`src/rtl/id_ex_stage.sv`:
```
// ID/EX pipeline register: operand capture, stall/flush, bubble counter.
// Optional EX/MEM and MEM/WB operand forwarding under ID_EX_FORWARDING_EN.
module id_ex_stage #(
  parameter int DATA_W = 16,
  parameter int REG_AW = 3,
  parameter int CNT_W  = 8
) (
  input  logic              inp_clk,
  input  logic              inp_rst,
  input  logic              inp_stall,
  input  logic              inp_flush,
  input  logic              inp_valid,
  input  logic [REG_AW-1:0] inp_rs1Addr,
  input  logic [REG_AW-1:0] inp_rs2Addr,
  input  logic [REG_AW-1:0] inp_rdAddr,
  input  logic [DATA_W-1:0] inp_regData1,
  input  logic [DATA_W-1:0] inp_regData2,
  input  logic [DATA_W-1:0] inp_imm,
  input  logic              inp_aluSrc,
  input  logic [2:0]        inp_aluControl,
  input  logic              inp_regWrite,
  input  logic              inp_memRegWrite,
  input  logic [REG_AW-1:0] inp_memRdAddr,
  input  logic [DATA_W-1:0] inp_memData,
  input  logic              inp_wbRegWrite,
  input  logic [REG_AW-1:0] inp_wbRdAddr,
  input  logic [DATA_W-1:0] inp_wbData,
  output logic              out_valid,
  output logic [DATA_W-1:0] out_data1,
  output logic [DATA_W-1:0] out_data2,
  output logic [2:0]        out_aluControl,
  output logic [REG_AW-1:0] out_rdAddr,
  output logic              out_regWrite,
  output logic [CNT_W-1:0]  out_bubbleCount
);

  typedef struct packed {
    logic              valid;
    logic              reg_write;
    logic [2:0]        alu_ctrl;
    logic              alu_src;
    logic [REG_AW-1:0] rs1;
    logic [REG_AW-1:0] rs2;
    logic [REG_AW-1:0] rd;
    logic [DATA_W-1:0] d1;
    logic [DATA_W-1:0] d2;
    logic [DATA_W-1:0] imm;
  } id_ex_t;

  id_ex_t           q;
  id_ex_t           d_load;
  logic [CNT_W-1:0] cnt;

  always_comb begin
    d_load = '0;
    if (inp_valid) begin
      d_load.valid     = 1'b1;
      d_load.reg_write = inp_regWrite;
      d_load.alu_ctrl  = inp_aluControl;
      d_load.alu_src   = inp_aluSrc;
      d_load.rs1       = inp_rs1Addr;
      d_load.rs2       = inp_rs2Addr;
      d_load.rd        = inp_rdAddr;
      d_load.d1        = inp_regData1;
      d_load.d2        = inp_regData2;
      d_load.imm       = inp_imm;
    end
  end

  always_ff @(posedge inp_clk or posedge inp_rst) begin
    if (inp_rst) begin
      q   <= '0;
      cnt <= '0;
    end else if (inp_flush) begin
      q <= '0;
      if (cnt != {CNT_W{1'b1}})
        cnt <= cnt + 1'b1;
    end else if (!inp_stall) begin
      q <= d_load;
    end
  end

`ifdef ID_EX_FORWARDING_EN
  // EX/MEM wins over MEM/WB; r0 never forwards.
  function automatic logic [DATA_W-1:0] fwd(
    input logic [REG_AW-1:0] rs,
    input logic [DATA_W-1:0] v
  );
    if (rs == '0)
      return v;
    else if (inp_memRegWrite && inp_memRdAddr == rs)
      return inp_memData;
    else if (inp_wbRegWrite && inp_wbRdAddr == rs)
      return inp_wbData;
    else
      return v;
  endfunction

  assign out_data1 = fwd(q.rs1, q.d1);
  assign out_data2 = q.alu_src ? q.imm
                               : fwd(q.rs2, q.d2);
`else
  logic unused_fwd;
  assign unused_fwd = ^{inp_memRegWrite, inp_memRdAddr,
                        inp_memData, inp_wbRegWrite,
                        inp_wbRdAddr, inp_wbData,
                        q.rs1, q.rs2};
  assign out_data1 = q.d1;
  assign out_data2 = q.alu_src ? q.imm : q.d2;
`endif

  assign out_valid       = q.valid;
  assign out_aluControl  = q.alu_ctrl;
  assign out_rdAddr      = q.rd;
  assign out_regWrite    = q.reg_write & q.valid;
  assign out_bubbleCount = cnt;

endmodule

```
`config.mk`:
```
export PLATFORM = sky130hd
export DESIGN_NAME = id_ex_stage
export DESIGN_NICKNAME = d
export VERILOG_FILES = /design/src/rtl/id_ex_stage.sv
export SDC_FILE = /design/constraint.sdc
export NUM_CORES = 1
export LEC_CHECK = 0
export BUFFER_PORTS_ARGS = -buffer_cell sky130_fd_sc_hd__buf_4
export CAP_MARGIN = 30
export CORE_ASPECT_RATIO = 0.8
export CORE_MARGIN = 2
export CORE_UTILIZATION = 44
export DETAILED_ROUTE_END_ITERATION = 10
export PLACE_DENSITY = 0.8
export SLEW_MARGIN = 25
export SYNTH_ARGS = -nofsm -noshare
export SYNTH_HDL_FRONTEND = slang
export SYNTH_SLANG_ARGS = --single-unit
```
`constraint.sdc`:
```
create_clock -name inp_clk -period 2 [get_ports inp_clk]
set_input_delay 0.1 -clock inp_clk [delete_from_list [all_inputs] [get_ports inp_clk]]
set_output_delay 0.1 -clock inp_clk [all_outputs]
set_load 0.01 [all_outputs]
```
==> metrics.yaml, run 1 <==
status: "finished, final reports clean"
synth_cell_types: 29
rsz0062_at_grt: "no"
pwr-share-clk_pct: 32.6
layout_worst_path_cycle_share_pct: 85.9
syn_area_um2: 2790
tightest_slew_ns: 0.601
ys_ff_latch: 65
maxCapViolCount: 0
area_growth_pct: 53.6
hold_path.class: "input pin to register"
drt_pass1_iterations: 4
drive_above_1_share_pct: 41.8
reg2reg_depth: 4
placement.io_buffers: 108
synthMuxAreaShare_pct: 7.67
die_h_um: 75.2
critPathCaptureType: "output port"
clockBufferDepth: 2
finalWirelength_mm: 6.90
antennaDiodeCount: 0
maxSlewHeadroom_pct: 59.9
path_clk_slew_ns: 0.06
hold_path_depth: 3
setup_viol: 0
async_flop_share_pct: 100
clock_sinks: 65
synthAdderAreaFrac_pct: 0.449
routedWlPerCell_um: 15.9
grt.total_usage_pct: 21.2
crit_path_start: "q[57]"
synth_xor_xnor_area_share_pct: 0.628
p_leak_uw: 0.00216
fin_crit_ns: 1.72
p_sw_share_pct: 26.0
root_buffer: "clkbuf_8"
clock_skew_ns: 0.00274
netlist_instances: 207
worstSkewPairLatency_ns: 0.32
finalSetupTns_ns: 0
synth_warnings: 0
dpl_worst_slack_ns: 0.435
synth_compound_area_share_pct: 19.4
vdd_drop_max_mv: 0.535
ant_nets: 0
synth_enable_flop_cells: 0
htreeDepth: 3
fin_ws_ns: 0.281
max_clock_freq_mhz: 582
core-area_um2: 6010
antenna_found_initial: 0
ys_seq_area_share_pct: 58.3
ys.flop_type: "dfrtp_1"
criticalPathCategory: "register to output port"
final_max_slew_viol_count: 0
drt_iter0_drc: 91
totalPowerFinal_uw: 3420
routabilityCongestion: 0.757
crit_required_ns: 1.90
r2r_setup_slack_ns: 0.44
hold_viol_final: 0
synthSimpleGateAreaFrac_pct: 3.77
route.detailed.drc: 0
grt_pass1_wl_mm: 11.2
critPathMaxFanout: 12
start_util_pct: 46.4
grt_max_degree: 66
power.density_nw_per_um2: 798
cts-resized-gates: 0
viasPerCell: 5.15
die_w_um: 93.0
hp-start: "inp_flush"
arrival_ns: 1.62
syn_avg_cell_area_um2: 13.5
grt_overflow: 0
vias: 2239
die-area_um2: 7000
fillers: 441
crit-reg2reg-launch: "out_bubbleCount[0]"
cts_buffers: 9
comb_power_share_pct: 21.1
grt_pass1_vias: 2256
hold_end: "out_bubbleCount[2]"
cts_tree: "yes"
startpoint_type: "register"
p_seq_share_pct: 46.3
switching_power_uw: 890
syn-num-nets: 315
fin_nets: 459
cellInternalPower_uw: 2530
ioPinCount: 155
fp-row-count: 25
synth_top_family_by_area: "compound AO/OA/AOI/OAI gates"
timing.rr.end: "out_bubbleCount[1]"
dp_hpwl_mm: 4.06
how the worst max path moves through the flow:
stage                         end  cells past startpoint
2_1_floorplan   out_aluControl[0]                      1
3_5_place_dp   out_bubbleCount[1]                      4
4_1_cts             out_data2[12]                      3
5_1_grt             out_data2[12]                      3
3_3_place_gp   out_bubbleCount[1]                      4
6_report            out_data2[12]                      3
worst max-delay path: stages (launching register included):
cell	delay (ns)
dfrtp_1	0.51
buf_4	0.28
mux2_2	0.37
buf_4	0.14
through the flow:
stage	cells	hold slack [ns]	cell area [µm²]	utilization [%]
after CTS	434	0.00353	4270	71.1
after global placement	364	0.203	3510	58.4
final	435	0.143	4280	71.3
after detailed placement	364	0.203	3510	58.4
after floorplan	207	0.233	2790	-
after global routing	435	0.124	4280	71.3
metal layers:
metal	vias to the layer above	GRT usage, %	wire, µm
met1	1120	25.7	2850
met3	2	6.71	372
met2	76	37.8	3640
met5	-	0	0
li1	1041	-	-
met4	0	4.90	34
cell usage in the layout (no fill, tap or decap):
master and n:
buf_4 110, dfrtp_1 65, dlygate4sd3_1 57, a22o_1 56, mux2_2 18, clkbuf_8 12, nand3_1 3, a21oi_1 3
nand2_1 2, nand4_1 2, xnor2_1 2, nor2_1 2, inv_1 2, buf_12 2, nor2b_4 1, nor3b_4 1
and2_1 1, inv_2 1, and4_4 1, and3_1 1, mux2_1 1, a21o_1 1, o21ai_1 1, and4_1 1
o211ai_1 1, o21a_1 1, nor3_1 1, o2111ai_1 1, nand2b_1 1, ha_1 1, bufinv_16 1, clkinvlp_4 1
synthesized netlist by cell type (2+ instances only):
cell type / count / area (µm²)
buf_6: 3 / 33.8
a22o_1: 56 / 490
xnor2_1: 2 / 17.5
nand4_1: 2 / 12.5
clkbuf_1: 3 / 11.3
nand3_1: 3 / 15.0
mux2_2: 18 / 203
dfrtp_1: 65 / 1630
buf_4: 26 / 195
nand2_1: 2 / 7.51
buf_2: 4 / 20.0
inv_1: 3 / 11.3
a21oi_1: 3 / 15.0
nor2_1: 2 / 7.51
registers in the layout, indices dropped and copies added (netlist names):
| register | flops |
|---|---|
| out_aluControl | 3 |
| out_bubbleCount | 8 |
| out_data1 | 16 |
| out_rdAddr | 3 |
| out_valid | 1 |
| q | 34 |
cell type report:
type                       instances  area, µm²  share of cell area [%]
sequential                        65       1630                    38.0
timing repair buffer             169       1440                    33.5
multi-input combinational        103        905                    21.1
clock buffer                      12        165                    3.86
tap                               81        101                    2.37
clock inverter                     2       37.5                   0.876
inverter                           3       11.3                   0.263
power by group through the flow:
stage / registers [µW] / logic [µW] / clock network (µW)
finish: 1580 / 721 / 1110
global route: 1600 / 786 / 1220
CTS: 1580 / 726 / 1150
detailed placement: 1600 / 639 / 0
global placement: 1590 / 613 / 0
floorplan: 1600 / 304 / 0
timing repair:
item / 4_1_cts / 5_1_grt
hold buffers: 56 / 1
endpoints found under the setup margin: 0 / 0
hold endpoints to repair: 120 / 1
setup buffers: 0 / 0
kinds of logic after synthesis:
logic type	after synthesis
flip-flops	65
AO/OA/AOI/OAI	64
buffers and inverters	39
multiplexers	19
AND/OR/NAND/NOR	17
XOR/XNOR	2
adder cells (fa/ha/maj)	1
(Power assumes the default switching activity.)
==> run 2, diff against run 1 <==
--- a/config.mk
+++ b/config.mk
@@ -8,7 +8,7 @@
 export BUFFER_PORTS_ARGS = -buffer_cell sky130_fd_sc_hd__buf_4
 export CAP_MARGIN = 30
 export CORE_ASPECT_RATIO = 0.8
-export CORE_MARGIN = 2
+export CORE_MARGIN = 1.5
 export CORE_UTILIZATION = 44
 export DETAILED_ROUTE_END_ITERATION = 10
 export PLACE_DENSITY = 0.8
==> metrics.yaml, run 2 (synthesis gave the netlist of run 1 again) <==
die_h_um: 74.2
crit_required_ns: 1.90
critPathCaptureType: "output port"
layout_commonest_cell: "buf_4"
rsz0062_at_grt: "no"
cpMostUsedCell: "buf_4"
maxSlewHeadroom_pct: 61.1
cts_buffers: 9
p_leak_uw: 0.00215
fin_nets: 460
grt_overflow: 0
cts_hold_buf: 57
p_seq_share_pct: 47.2
setup_viol: 0
switching_power_uw: 910
drive_above_1_share_pct: 41.7
start_util_pct: 46.4
grt.total_usage_pct: 21.0
dpl_worst_slack_ns: 0.518
pwr-share-clk_pct: 31.4
path_clk_slew_ns: 0.07
hold_viol_final: 0
maxCapViolCount: 0
vdd_drop_max_mv: 0.653
cellInternalPower_uw: 2430
cp_cell_sequence: "buf_4 -> mux2_2 -> buf_4"
core-area_um2: 6010
critical-path-max-stage-delay_ns: 0.52
cts-resized-gates: 0
fin_crit_ns: 1.73
startpoint_type: "register"
clockBufferDepth: 2
criticalPathCategory: "register to output port"
die-area_um2: 6830
crit_family: "flip-flops"
tightest_slew_ns: 0.584
vias: 2214
viasPerCell: 5.05
cts_tree: "yes"
antennaDiodeCount: 0
regMostFlops: "q"
worstSkewPairLatency_ns: 0.33
root_buffer: "clkbuf_8"
drt_iter0_drc: 81
ioPinCount: 155
die_w_um: 92.0
power.density_nw_per_um2: 784
grt_max_degree: 58
finalSetupTns_ns: 0
final_max_slew_viol_count: 0
comb_power_share_pct: 21.3
max_clock_freq_mhz: 578
layout_worst_path_cycle_share_pct: 86.5
slowest_stage: "dfrtp_1"
fillers: 436
critPathMaxFanout: 11
route.detailed.drc: 0
htreeDepth: 3
ant_nets: 0
p_sw_share_pct: 27.2
post-route-util_pct: 71.0
largest_register_ffs: 34
antenna_found_initial: 0
drt_pass1_iterations: 4
dp_hpwl_mm: 4.01
finalWirelength_mm: 6.78
status: "finished, final reports clean"
fin_ws_ns: 0.270
crit_buf_inv: 2
grt_pass1_vias: 2326
clock_skew_ns: 0.00810
final_cell_area_um2: 4260
area_growth_pct: 52.8
layout_common_cells: "112 x buf_4, 65 x dfrtp_1, 57 x dlygate4sd3_1, 56 x a22o_1, 18 x mux2_2"
cts_setup_buffers: 0
routedWlPerCell_um: 15.5
grt_pass1_wl_mm: 11.0
clock_sinks: 65
place_area_um2: 3500
fp-row-count: 25
arrival_ns: 1.63
hold_path.class: "input pin to register"
routabilityCongestion: 0.750
placement.io_buffers: 108
-- run 2: cell types whose count changed in the layout (fill, tap and decap cells not counted) --
cell	before	now
buf_12	2	1
buf_4	110	112
clkbuf_1	0	2
clkbuf_8	12	9
clkinv_2	0	2
clkinv_4	0	1
-- run 2: stage by stage --
stage	total power, µW	hold WS (ns)	instances
finish	3340	0.104	438
floorplan	1910	0.233	207
global route	3520	0.145	438
CTS	3390	0.0948	438
detailed placement	2230	0.177	365
global placement	2210	0.173	365
-- run 2: worst reg2reg max path, delay by kind of cell, from the launching register on --
kind / cells / cell delay (ns)
muxes: 1 / 0.36
and+or+nand+nor: 1 / 0.12
AOI/OAI and AO/OA: 1 / 0.23
DFF: 1 / 0.40
adders and majority gates: 1 / 0.25
-- run 2: layout make-up --
type / count / area [µm²] / share of cell area (%)
multi-input cells: 103 / 905 / 21.2
inverters: 3 / 11.3 / 0.264
flip-flops and latches: 65 / 1630 / 38.2
clock inverters: 5 / 56.3 / 1.32
clock buffers: 11 / 131 / 3.08
well taps: 81 / 101 / 2.38
repair buffers: 170 / 1430 / 33.6
-- run 2: per-layer routing --
| layer | vias up | track usage (%) | wire [µm] |
|---|---|---|---|
| met5 | - | 0 | 0 |
| met4 | 0 | 9.06 | 97 |
| met3 | 10 | 5.01 | 319 |
| met2 | 77 | 37.4 | 3520 |
| met1 | 1086 | 24.7 | 2850 |
| li1 | 1041 | - | - |
-- run 2: final timing paths --
kind                                       to                from  slack (ns)  cells after the start
max                             out_data2[13]               q[57]        0.27                      3
min                        out_bubbleCount[2]           inp_flush        0.10                      3
max reg2reg                out_bubbleCount[1]  out_bubbleCount[0]        0.52                      4
min reg2reg                             q[20]               q[20]        0.51                      1
max in group asynchronous                q[8]             inp_rst        1.03                      4
min in group asynchronous                q[1]             inp_rst        0.38                      3
-- run 2: power groups by stage --
stage          Clock (µW)  Sequential [µW]  Combinational, µW
5_1_grt              1150             1600                774
3_5_place_dp            0             1600                628
6_report             1050             1580                714
4_1_cts              1090             1580                718
2_1_floorplan           0             1600                304
3_3_place_gp            0             1590                612
==> run 3, diff against run 2 <==
--- a/config.mk
+++ b/config.mk
@@ -12,6 +12,7 @@
 export CORE_UTILIZATION = 44
 export DETAILED_ROUTE_END_ITERATION = 10
 export PLACE_DENSITY = 0.8
+export RECOVER_POWER = 25
 export SLEW_MARGIN = 25
 export SYNTH_ARGS = -nofsm -noshare
 export SYNTH_HDL_FRONTEND = slang
==> metrics.yaml, run 3 (synthesis gave the netlist of run 1 again) <==
grt_pass1_vias: 2326
comb_power_share_pct: 21.3
cts_tree: "yes"
finalWirelength_mm: 6.80
final_max_slew_viol_count: 0
placement.io_buffers: 108
arrival_ns: 1.63
finalSetupTns_ns: 0
crit_required_ns: 1.90
switching_power_uw: 914
hold_end: "out_bubbleCount[2]"
die-area_um2: 6830
clockBufferDepth: 2
fin_ws_ns: 0.270
timing.rr.end: "out_bubbleCount[1]"
criticalPathCategory: "register to output port"
pwr-share-clk_pct: 31.5
rsz0062_at_grt: "no"
ant_nets: 0
fin_nets: 460
hp-start: "inp_flush"
hold_path_depth: 3
use_met1_pct: 24.7
use_met2_pct: 37.4
power.density_nw_per_um2: 788
die_h_um: 74.2
grt.total_usage_pct: 21.0
grt_max_degree: 58
tightest_slew_ns: 1.13
vias: 2214
cts_hold_buf: 57
regMostFlops: "q"
core-area_um2: 6010
r2r_setup_slack_ns: 0.52
ioPinCount: 155
worstSkewPairLatency_ns: 0.33
cts-resized-gates: 0
htreeDepth: 3
maxCapViolCount: 0
layout_commonest_cell: "buf_4"
stdcell_count: 438
drt_pass1_iterations: 4
drt_iter0_drc: 83
drive_above_1_share_pct: 40.9
hold_viol_final: 0
crit-reg2reg-launch: "out_bubbleCount[0]"
routabilityCongestion: 0.750
dp.cells: 365
p_sw_share_pct: 27.3
whs_ns: 0.192
layout_common_cells: "109 x buf_4, 65 x dfrtp_1, 57 x dlygate4sd3_1, 56 x a22o_1, 18 x mux2_2"
dp_hpwl_mm: 4.01
routedWlPerCell_um: 15.5
grt_overflow: 0
maxSlewHeadroom_pct: 24.6
critPathCaptureType: "output port"
layout_worst_path_cycle_share_pct: 86.5
antennaDiodeCount: 0
path_clk_slew_ns: 0.07
fp-row-count: 25
max_clock_freq_mhz: 578
setup_viol: 0
die_w_um: 92.0
reg2reg_depth: 4
antenna_found_initial: 0
grt_pass1_wl_mm: 11.0
hold_path.class: "input pin to register"
cellInternalPower_uw: 2430
critPathMaxFanout: 11
route.detailed.drc: 0
p_seq_share_pct: 47.2
startpoint_type: "register"
dpl_worst_slack_ns: 0.518
start_util_pct: 46.4
area_growth_pct: 52.2
root_buffer: "clkbuf_8"
cts_buffers: 9
cts_setup_buffers: 0
largest_register_ffs: 34
viasPerCell: 5.05
status: "finished, final reports clean"
vdd_drop_max_mv: 0.663
fin_crit_ns: 1.73
clock_skew_ns: 0.00814
p_leak_uw: 0.00215
busiest_layer: "met2"
grt_use_met3_pct: 5.01
clock_sinks: 65
-- run 3: through the flow --
| stage | total power (µW) | utilization, % | area, µm² |
|---|---|---|---|
| after global placement | 2210 | 58.4 | 3500 |
| after floorplan | 1910 | - | 2790 |
| after detailed placement | 2230 | 58.4 | 3500 |
| final | 3350 | 70.7 | 4250 |
| after global routing | 3520 | 70.7 | 4250 |
| after CTS | 3390 | 71.0 | 4260 |
-- run 3: area by class of cell --
class                   count  area, µm²
inverters                   3       11.3
clock buffers              11        131
clock inverters             5       56.3
multi-input cells         103        893
repair buffers            170       1430
fillers                   438       1760
well taps                  81        101
flip-flops and latches     65       1630
-- run 3: power groups by stage --
stage	combinational, µW	clock, µW	sequential, µW
floorplan	304	0	1600
global placement	612	0	1590
detailed placement	628	0	1600
CTS	718	1090	1580
global route	771	1150	1600
finish	712	1050	1580
-- run 3: critical path: stages (launching register included) --
cell and delay [ns]:
dfrtp_1 0.52, buf_4 0.27, mux2_2 0.36, buf_4 0.15
-- run 3: worst max path at each step --
stage / from / endpoint / slack (ns) / cells after the start
detailed placement: out_bubbleCount[0] / out_bubbleCount[1] / 0.52 / 4
floorplan: inp_rst / out_aluControl[0] / 0.27 / 1
global placement: out_bubbleCount[0] / out_bubbleCount[1] / 0.51 / 4
finish: q[57] / out_data2[13] / 0.27 / 3
global route: q[57] / out_data2[13] / 0.20 / 3
CTS: q[57] / out_data2[13] / 0.23 / 3
-- run 3: per-layer routing --
metal / vias up / part of all wire (%)
met4: 0 / 1.4
met1: 1090 / 42
met3: 10 / 4.4
met2: 71 / 52
li1: 1043 / -
met5: - / 0
